==> config.mk <==
export PLATFORM = sky130hd
export DESIGN_NAME = ffd_wr_arbiter
export DESIGN_NICKNAME = d
export VERILOG_FILES = /design/src/rtl/ffd_arb_pkg.sv /design/src/rtl/ffd_rr_pick.sv /design/src/rtl/ffd_wr_arbiter.sv
export SDC_FILE = /design/constraint.sdc
export NUM_CORES = 1
export LEC_CHECK = 0
export ABC_AREA = 1
export ABC_CLOCK_PERIOD_IN_PS = 1900
export BUFFER_PORTS_ARGS = -buffer_cell sky130_fd_sc_hd__buf_2
export CAP_MARGIN = 40
export CELL_PAD_IN_SITES_DETAIL_PLACEMENT = 2
export CELL_PAD_IN_SITES_GLOBAL_PLACEMENT = 2
export CORE_ASPECT_RATIO = 1.1
export CORE_MARGIN = 2
export CORE_UTILIZATION = 26
export DETAILED_ROUTE_END_ITERATION = 12
export PLACE_DENSITY_LB_ADDON = 0.1
export SKIP_CTS_REPAIR_TIMING = 1
export SLEW_MARGIN = 40
export SYNTH_ARGS = -nofsm -noshare
export SYNTH_HDL_FRONTEND = slang
export SYNTH_SLANG_ARGS = --single-unit
==> constraint.sdc <==
create_clock -name aclk -period 1.9 [get_ports aclk]
set_input_delay 0.095 -clock aclk [delete_from_list [all_inputs] [get_ports aclk]]
set_output_delay 0.095 -clock aclk [all_outputs]
set_load 0.005 [all_outputs]
==> src/rtl/ffd_arb_pkg.sv <==
// Shared definitions for the round-robin shared-register write arbiter:
// FSM state encoding and parameter defaults.
package ffd_arb_pkg;

  localparam int unsigned DEF_NREQ = 4;
  localparam int unsigned DEF_DW   = 8;
  localparam int unsigned DEF_HOLD = 2;

  typedef enum logic [1:0] {
    IDLE  = 2'd0,
    GRANT = 2'd1,
    HOLD  = 2'd2
  } arb_state_t;

endpackage

==> src/rtl/ffd_rr_pick.sv <==
// Rotating-priority picker: first set request bit at or after ptr, wrapping
// cyclically. Purely combinational.
module ffd_rr_pick
  import ffd_arb_pkg::*;
#(
  parameter int unsigned NREQ = DEF_NREQ
) (
  input  logic [NREQ-1:0]         req,
  input  logic [$clog2(NREQ)-1:0] ptr,
  output logic [$clog2(NREQ)-1:0] winner,
  output logic                    any
);

  localparam int unsigned PW = $clog2(NREQ);

  // One extra bit so ptr+off can exceed NREQ-1 before folding back.
  logic [PW:0] sum;

  always_comb begin
    winner = '0;
    any    = 1'b0;
    sum    = '0;
    for (int unsigned off = 0; off < NREQ; off++) begin
      sum = {1'b0, ptr} + (PW+1)'(off);
      if (sum >= (PW+1)'(NREQ)) begin
        sum = sum - (PW+1)'(NREQ);
      end
      if (!any && req[sum[PW-1:0]]) begin
        any    = 1'b1;
        winner = sum[PW-1:0];
      end
    end
  end

endmodule

==> src/rtl/ffd_wr_arbiter.sv <==
// Round-robin arbiter granting one requester at a time a single write into a
// shared register, followed by a fixed number of settle cycles.
module ffd_wr_arbiter #(
  parameter int unsigned NREQ = ffd_arb_pkg::DEF_NREQ,
  parameter int unsigned DW   = ffd_arb_pkg::DEF_DW,
  parameter int unsigned HOLD = ffd_arb_pkg::DEF_HOLD
) (
  input  logic                    aclk,
  input  logic                    arstn,
  input  logic [NREQ-1:0]         req,
  input  logic [NREQ*DW-1:0]      data,
  output logic [NREQ-1:0]         gnt,
  output logic                    reg_we,
  output logic [DW-1:0]           reg_wdata,
  output logic [$clog2(NREQ)-1:0] reg_wsrc,
  output logic                    busy
);

  localparam int unsigned PW = $clog2(NREQ);
  localparam int unsigned CW = (HOLD > 0) ? $clog2(HOLD + 1) : 1;
  localparam logic [CW-1:0] HOLD_LD = CW'(HOLD);

  // States are scope-qualified: HOLD is also the settle-length parameter name.
  ffd_arb_pkg::arb_state_t state_q, state_d;

  logic [PW-1:0] ptr_q, ptr_d;
  logic [PW-1:0] win_q;
  logic [PW-1:0] pick_idx;
  logic          pick_any;
  logic [CW-1:0] cnt_q, cnt_d;
  logic [DW-1:0] wdata_q;
  logic          cap;
  logic [PW-1:0] ptr_next;

  logic [DW-1:0] data_a [NREQ];

  for (genvar g = 0; g < NREQ; g++) begin : g_slice
    assign data_a[g] = data[g*DW +: DW];
  end

  ffd_rr_pick #(
    .NREQ(NREQ)
  ) u_pick (
    .req   (req),
    .ptr   (ptr_q),
    .winner(pick_idx),
    .any   (pick_any)
  );

  assign ptr_next = (win_q == PW'(NREQ - 1)) ? '0 : win_q + PW'(1);

  always_comb begin
    state_d = state_q;
    ptr_d   = ptr_q;
    cnt_d   = cnt_q;
    cap     = 1'b0;
    unique case (state_q)
      ffd_arb_pkg::IDLE: begin
        if (pick_any) begin
          cap     = 1'b1;
          state_d = ffd_arb_pkg::GRANT;
        end
      end
      ffd_arb_pkg::GRANT: begin
        ptr_d = ptr_next;
        if (HOLD > 0) begin
          cnt_d   = HOLD_LD;
          state_d = ffd_arb_pkg::HOLD;
        end else begin
          state_d = ffd_arb_pkg::IDLE;
        end
      end
      ffd_arb_pkg::HOLD: begin
        if (cnt_q <= CW'(1)) begin
          cnt_d   = '0;
          state_d = ffd_arb_pkg::IDLE;
        end else begin
          cnt_d = cnt_q - CW'(1);
        end
      end
      default: begin
        state_d = ffd_arb_pkg::IDLE;
      end
    endcase
  end

  always_ff @(posedge aclk or negedge arstn) begin
    if (!arstn) begin
      state_q <= ffd_arb_pkg::IDLE;
      ptr_q   <= '0;
      cnt_q   <= '0;
      win_q   <= '0;
      wdata_q <= '0;
    end else begin
      state_q <= state_d;
      ptr_q   <= ptr_d;
      cnt_q   <= cnt_d;
      if (cap) begin
        win_q   <= pick_idx;
        wdata_q <= data_a[pick_idx];
      end
    end
  end

  // Winner/data registers double as the write port, so they hold between grants.
  always_comb begin
    gnt = '0;
    if (state_q == ffd_arb_pkg::GRANT) begin
      gnt[win_q] = 1'b1;
    end
  end

  assign reg_we    = (state_q == ffd_arb_pkg::GRANT);
  assign reg_wdata = wdata_q;
  assign reg_wsrc  = win_q;
  assign busy      = (state_q != ffd_arb_pkg::IDLE);

endmodule

== Word level (Yosys, flattened, before mapping) ==
Cells that the tools add are included.

* Order comparisons: 12
* Bitwise gates (word level): 1
* $add $sub $neg: 9
* Multiplexer cells: 34
* Equal/unequal tests: 5
* Reduce and logical (&&, ||, !) cells: 11

{| class="wikitable"
|+ Operator list
! cell !! number
|-
| 2-bit two-way mux || 12
|-
| 8-bit binary-select mux with 2-bit select || 1
|-
| 8-bit two-way mux || 2
|-
| 2-bit by 3-bit less-than comparator with 1-bit output (second input constant) || 5
|-
| 3-bit >= comparator (second input constant) || 4
|-
| 1-bit two-way mux || 11
|-
| 2-bit by 1-bit subtractor with 2-bit output (second input constant) || 5
|-
| 1-bit binary-select mux with 2-bit select || 4
|-
| 2-bit by 2-bit adder with 3-bit output (second input constant) || 2
|-
| 2-bit one-hot mux with 3 select lines || 1
|-
| 2-bit == test (second input constant) || 2
|-
| 1-bit logical AND || 4
|-
| 4-bit two-way mux || 1
|-
| 2-bit != test (second input constant) || 2
|-
| 2-bit one-hot mux with 2 select lines || 1
|-
| 2-bit nonzero test || 2
|-
| 2-bit by 1-bit adder with 3-bit output (second input constant) || 1
|-
| 2-bit by 3-bit >= comparator with 1-bit output (second input constant) || 1
|-
| 1-bit zero test || 3
|-
| 2-bit NOT with 3-bit output || 1
|-
| 2-bit by 1-bit adder with 2-bit output (second input constant) || 1
|-
| 1-bit demux with 2-bit select || 1
|-
| 2-bit by 1-bit == test with 1-bit output (second input constant) || 1
|-
| 2-bit by 1-bit >= comparator with 1-bit output (second input constant) || 1
|-
| other kinds (3) || 3
|}

* Bits in registers: 16
* Word-level logic and storage cells: 77
* Input bits: 38

== Longest topological paths before layout ==
* Depth in word-level cells: 18
* Depth in mapped cells: 15

== Cells and area by module ==
A second synthesis with hierarchy kept.

* Cells, all modules: 222
* Area, all modules: 1415.1 um^2

{| class="wikitable"
|+ Modules (own cells, without submodules)
! module !! area each (um^2) !! instances !! cells an instance !! seq. area each (um^2)
|-
| ffd_wr_arbiter || 1096.1 || 1 || 163 || 400.4
|-
| ffd_rr_pick || 319.1 || 1 || 59 || 0.0
|}

== Worst setup path before layout ==
No wires, ideal clock.

* Path kind: reg-to-reg
* Start point: register ptr_q[0]
* End point: register wdata_q[2] (netlist: reg_wdata[2])
* Cell stages (with the launch flop): 15
* Setup slack: 0.240 ns
* Data arrival time: 1.539 ns
* Buffers on the path: 2
* Cell sequence: dfrtp_1 > inv_2 > nand2_1 > nand2_4 > nand2_2 > nand2_4 > nor2_8 > nand3_4 > nand3_2 > buf_6 > buf_12 > nand2_2 > o21ai_2 > nand2_1 > nand3_2

* Cells in the longest elaborated chain, start to end: 18
* Elaborated cells between the ends (all ways): 43

{| class="wikitable"
|+ RTL lines
! what !! RTL line !! RTL
|-
| start, declared || ffd_wr_arbiter.sv:26 || <nowiki>logic [PW-1:0] ptr_q, ptr_d;</nowiki>
|-
| start signal, assigned || ffd_wr_arbiter.sv:96 || <nowiki>ptr_q <= ptr_d;</nowiki>
|-
| branches (longest 18 deep; another with 2-bit by 1-bit adder with 3-bit output) || -- ||
|-
| end signal, assigned || ffd_wr_arbiter.sv:100 || <nowiki>wdata_q <= data_a[pick_idx];</nowiki>
|-
| end, declared || ffd_wr_arbiter.sv:31 || <nowiki>logic [DW-1:0] wdata_q;</nowiki>
|}

Several ways; the timed one is not identified. The select of a mux whose other input is x is not followed.
A chain may end at the register's enable or synchronous reset.

== Final worst setup path ==
* Start point: register ptr_q[0]
* End point: register wdata_q[5] (netlist: reg_wdata[5])

Same word-level chain as after synthesis.

==> flow_summary.yaml <==
timing:
  max_freq_ghz: 0.532
  post-route-period-util_pct: 98.9
  tns_ns: 0
  slew_viol_final: 0
  period_minus_slack_ns: 1.88
  hold_violations: 0
  rsz0062_at_grt: "true"
  slew_headroom_pct: 74.0
  worst_pin_slew_ns: 0.390
  setup_viol_count_final: 0
  skew_ns: 0.00539
clock_network:
  clock-sinks: 16
  clock_tree.root_cell: "clkbuf_8"
  clock_path_buffers: 2
  tritoncts.num_buffers: 3
  cts_tree: "built"
  clk_pin_slew_ns: 0.07
  insertion_delay_ns: 0.26
  cts_htree_levels: 1
synth:
  syn-num-nets: 262
  avgSynthCellArea_um2: 6.86
  synth_cell_types: 25
  synth.area.top_cells: "dfrtp_1 27%, nand2_1 18%, inv_1 10%"
  synthCells: 217
  synth_top_area_share_pct: 26.9
  ys_seq_elements: 16
  async_flop_share_pct: 100
  synth_largest_area_cell: "dfrtp_1"
  ys_seq_area_share_pct: 26.9
  ys.flop_type: "dfrtp_1"
  synth_edf_count: 0
  yosys_warnings: 0
  synth.cell_area_um2: 1490
floorplanning:
  initial_core_util_pct: 27.2
  core-area_um2: 5470
  die_area_um2: 6350
  die-width_um: 76.2
  ios: 54
  die_y_um: 83.4
  rows: 28
worst_setup_path:
  critPathCaptureType: "flop"
  critical_path_required_ns: 2.05
  cp-start-kind: "flop"
  cp_max_fo: 8
  path_class: "flop to flop"
  crit_arrival_ns: 2.03
placed_design:
  dpl_cell_area_um2: 1870
  dp_hpwl_um: 3560
  dp.cells: 348
  io_buffers: 53
  gp_congestion: 0.755
drt:
  ant_nets: 0
  drtPass1Iterations: 3
  wire_per_inst_um: 12.6
  via_per_inst: 4.37
  drtIter0Drc: 14
  drc: 0
  wl_um: 4530
  via_count: 1568
global_route:
  grtUsageTotal_pct: 13.8
  grt_pass1_wl_um: 7290
  grt_overflow: 0
  grt_pass1_vias: 1585
  antenna_found_initial: 0
  grt_max_degree: 26
layout:
  layout-drive-gt1-share_pct: 46.5
  antenna_cells: 0
  final_cell_area_um2: 2140
  final_net_count: 330
  final_cells: 359
  final_util_pct: 39.2
  areaGrowthSynthToFinish_pct: 43.9
power:
  power.total_mw: 4.60
  power.leakage_nw: 1.25
  vdd_ir_drop_max_mv: 0.884
  p_per_area_nw_per_um2: 2150
run:
  drv_cap: 0
outcome:
  status: "finished clean"
min_path:
  hold_class: "input pin to flop"
==> per-stage QoR <==
stage	setup WS (ns)	hold slack, ns
3_5_place_dp	-0.0584	0.0439
5_1_grt	-0.0879	0.179
3_3_place_gp	-0.0123	0.0448
6_report	0.0212	0.147
4_1_cts	-0.0904	-0.237
2_1_floorplan	0.240	-0.201
==> Yosys cell counts (2+ instances only) <==
library cell / n
o21ai_2: 3
nand2_4: 5
o21ai_1: 7
inv_1: 40
nand3_2: 7
nor2_1: 2
nand2_2: 14
dfrtp_1: 16
ha_1: 7
o21ai_0: 11
nor2_8: 2
nand3_1: 12
inv_2: 3
nand2_1: 73
buf_6: 2
nand4_1: 4
==> layout by cell type (no fill, tap or decap) <==
cell type	count
nor2_8	2
inv_2	4
dfrtp_1	14
buf_12	1
nand3_4	4
a21o_1	1
clkbuf_16	2
clkinv_4	1
nand3_2	5
buf_2	53
clkbuf_8	4
o21ai_1	6
dfrtp_2	2
nor2_4	1
buf_4	9
nand2_4	9
buf_6	3
nor2_2	2
nand4_1	4
nand2_2	23
dlygate4sd3_1	1
a21oi_1	1
inv_1	37
o21ai_0	9
o21ai_2	5
nand2_1	60
o21ai_4	1
nor3_1	1
nand3_1	11
ha_1	7
inv_4	1
==> metal layers <==
| metal | track usage (%) | vias up | routed length (µm) |
|---|---|---|---|
| met1 | 17.7 | 732 | 1980 |
| met4 | 1.49 | 0 | 18 |
| met3 | 2.93 | 2 | 191 |
| li1 | - | 795 | - |
| met5 | 0 | - | 0 |
| met2 | 24.5 | 39 | 2340 |
==> flip-flops by register name (all words and copies together) (netlist names) <==
name / flops
cnt_q: 2
ptr_q: 2
reg_wdata: 8
reg_wsrc: 2
state_q: 2
==> power by group <==
group          internal, mW  total, mW  leakage (nW)  switching, mW
Clock                 0.184      0.314        0.0288          0.130
Combinational          1.57       3.62          1.03           2.05
Sequential            0.525      0.668         0.195          0.144
Total                  2.28       4.60          1.25           2.33
==> cell type report <==
cell class / instances / area [µm²]
Clock buffer: 4 / 55.1
Fill cell: 678 / 3320
Inverter: 43 / 169
Multi-Input combinational cell: 152 / 975
Sequential cell: 16 / 403
Tap cell: 75 / 93.8
Timing Repair Buffer: 69 / 447
==> worst max-delay path, cell delays in order, from the launching register on <==
cell       delay (ns)
dfrtp_2          0.45
buf_6            0.15
nand2_4          0.07
nand2_4          0.08
nor2_2           0.17
nor2_4           0.06
nand3_4          0.14
nand3_4          0.18
clkbuf_16        0.22
nand2_1          0.06
o21ai_1          0.05
nand2_1          0.07
nand3_2          0.07
==> logic make-up (layout without fill, tap and decap cells) <==
logic type	count (synthesis)	count (layout)	synth area share [%]
flip-flops	16	16	26.9
buffers and inverters	49	116	15.0
adder cells (fa/ha/maj)	7	7	5.88
AND/OR/NAND/NOR	122	122	43.6
AO/OA/AOI/OAI	23	23	8.66
==> path summary, 6_finish.rpt <==
kind                            startpoint      endpoint  slack (ns)  depth (start not counted)
worst min register to register    cnt_q[0]      cnt_q[0]        0.50                          1
worst min-delay path               data[0]  reg_wdata[0]        0.15                          5
worst max register to register    ptr_q[0]  reg_wdata[5]        0.02                         12
min in group asynchronous            arstn      ptr_q[0]        0.29                          2
max in group asynchronous            arstn      ptr_q[1]        1.31                          2
worst max-delay path              ptr_q[0]  reg_wdata[5]        0.02                         12
Note: power is estimated with default switching activity, not from simulation.
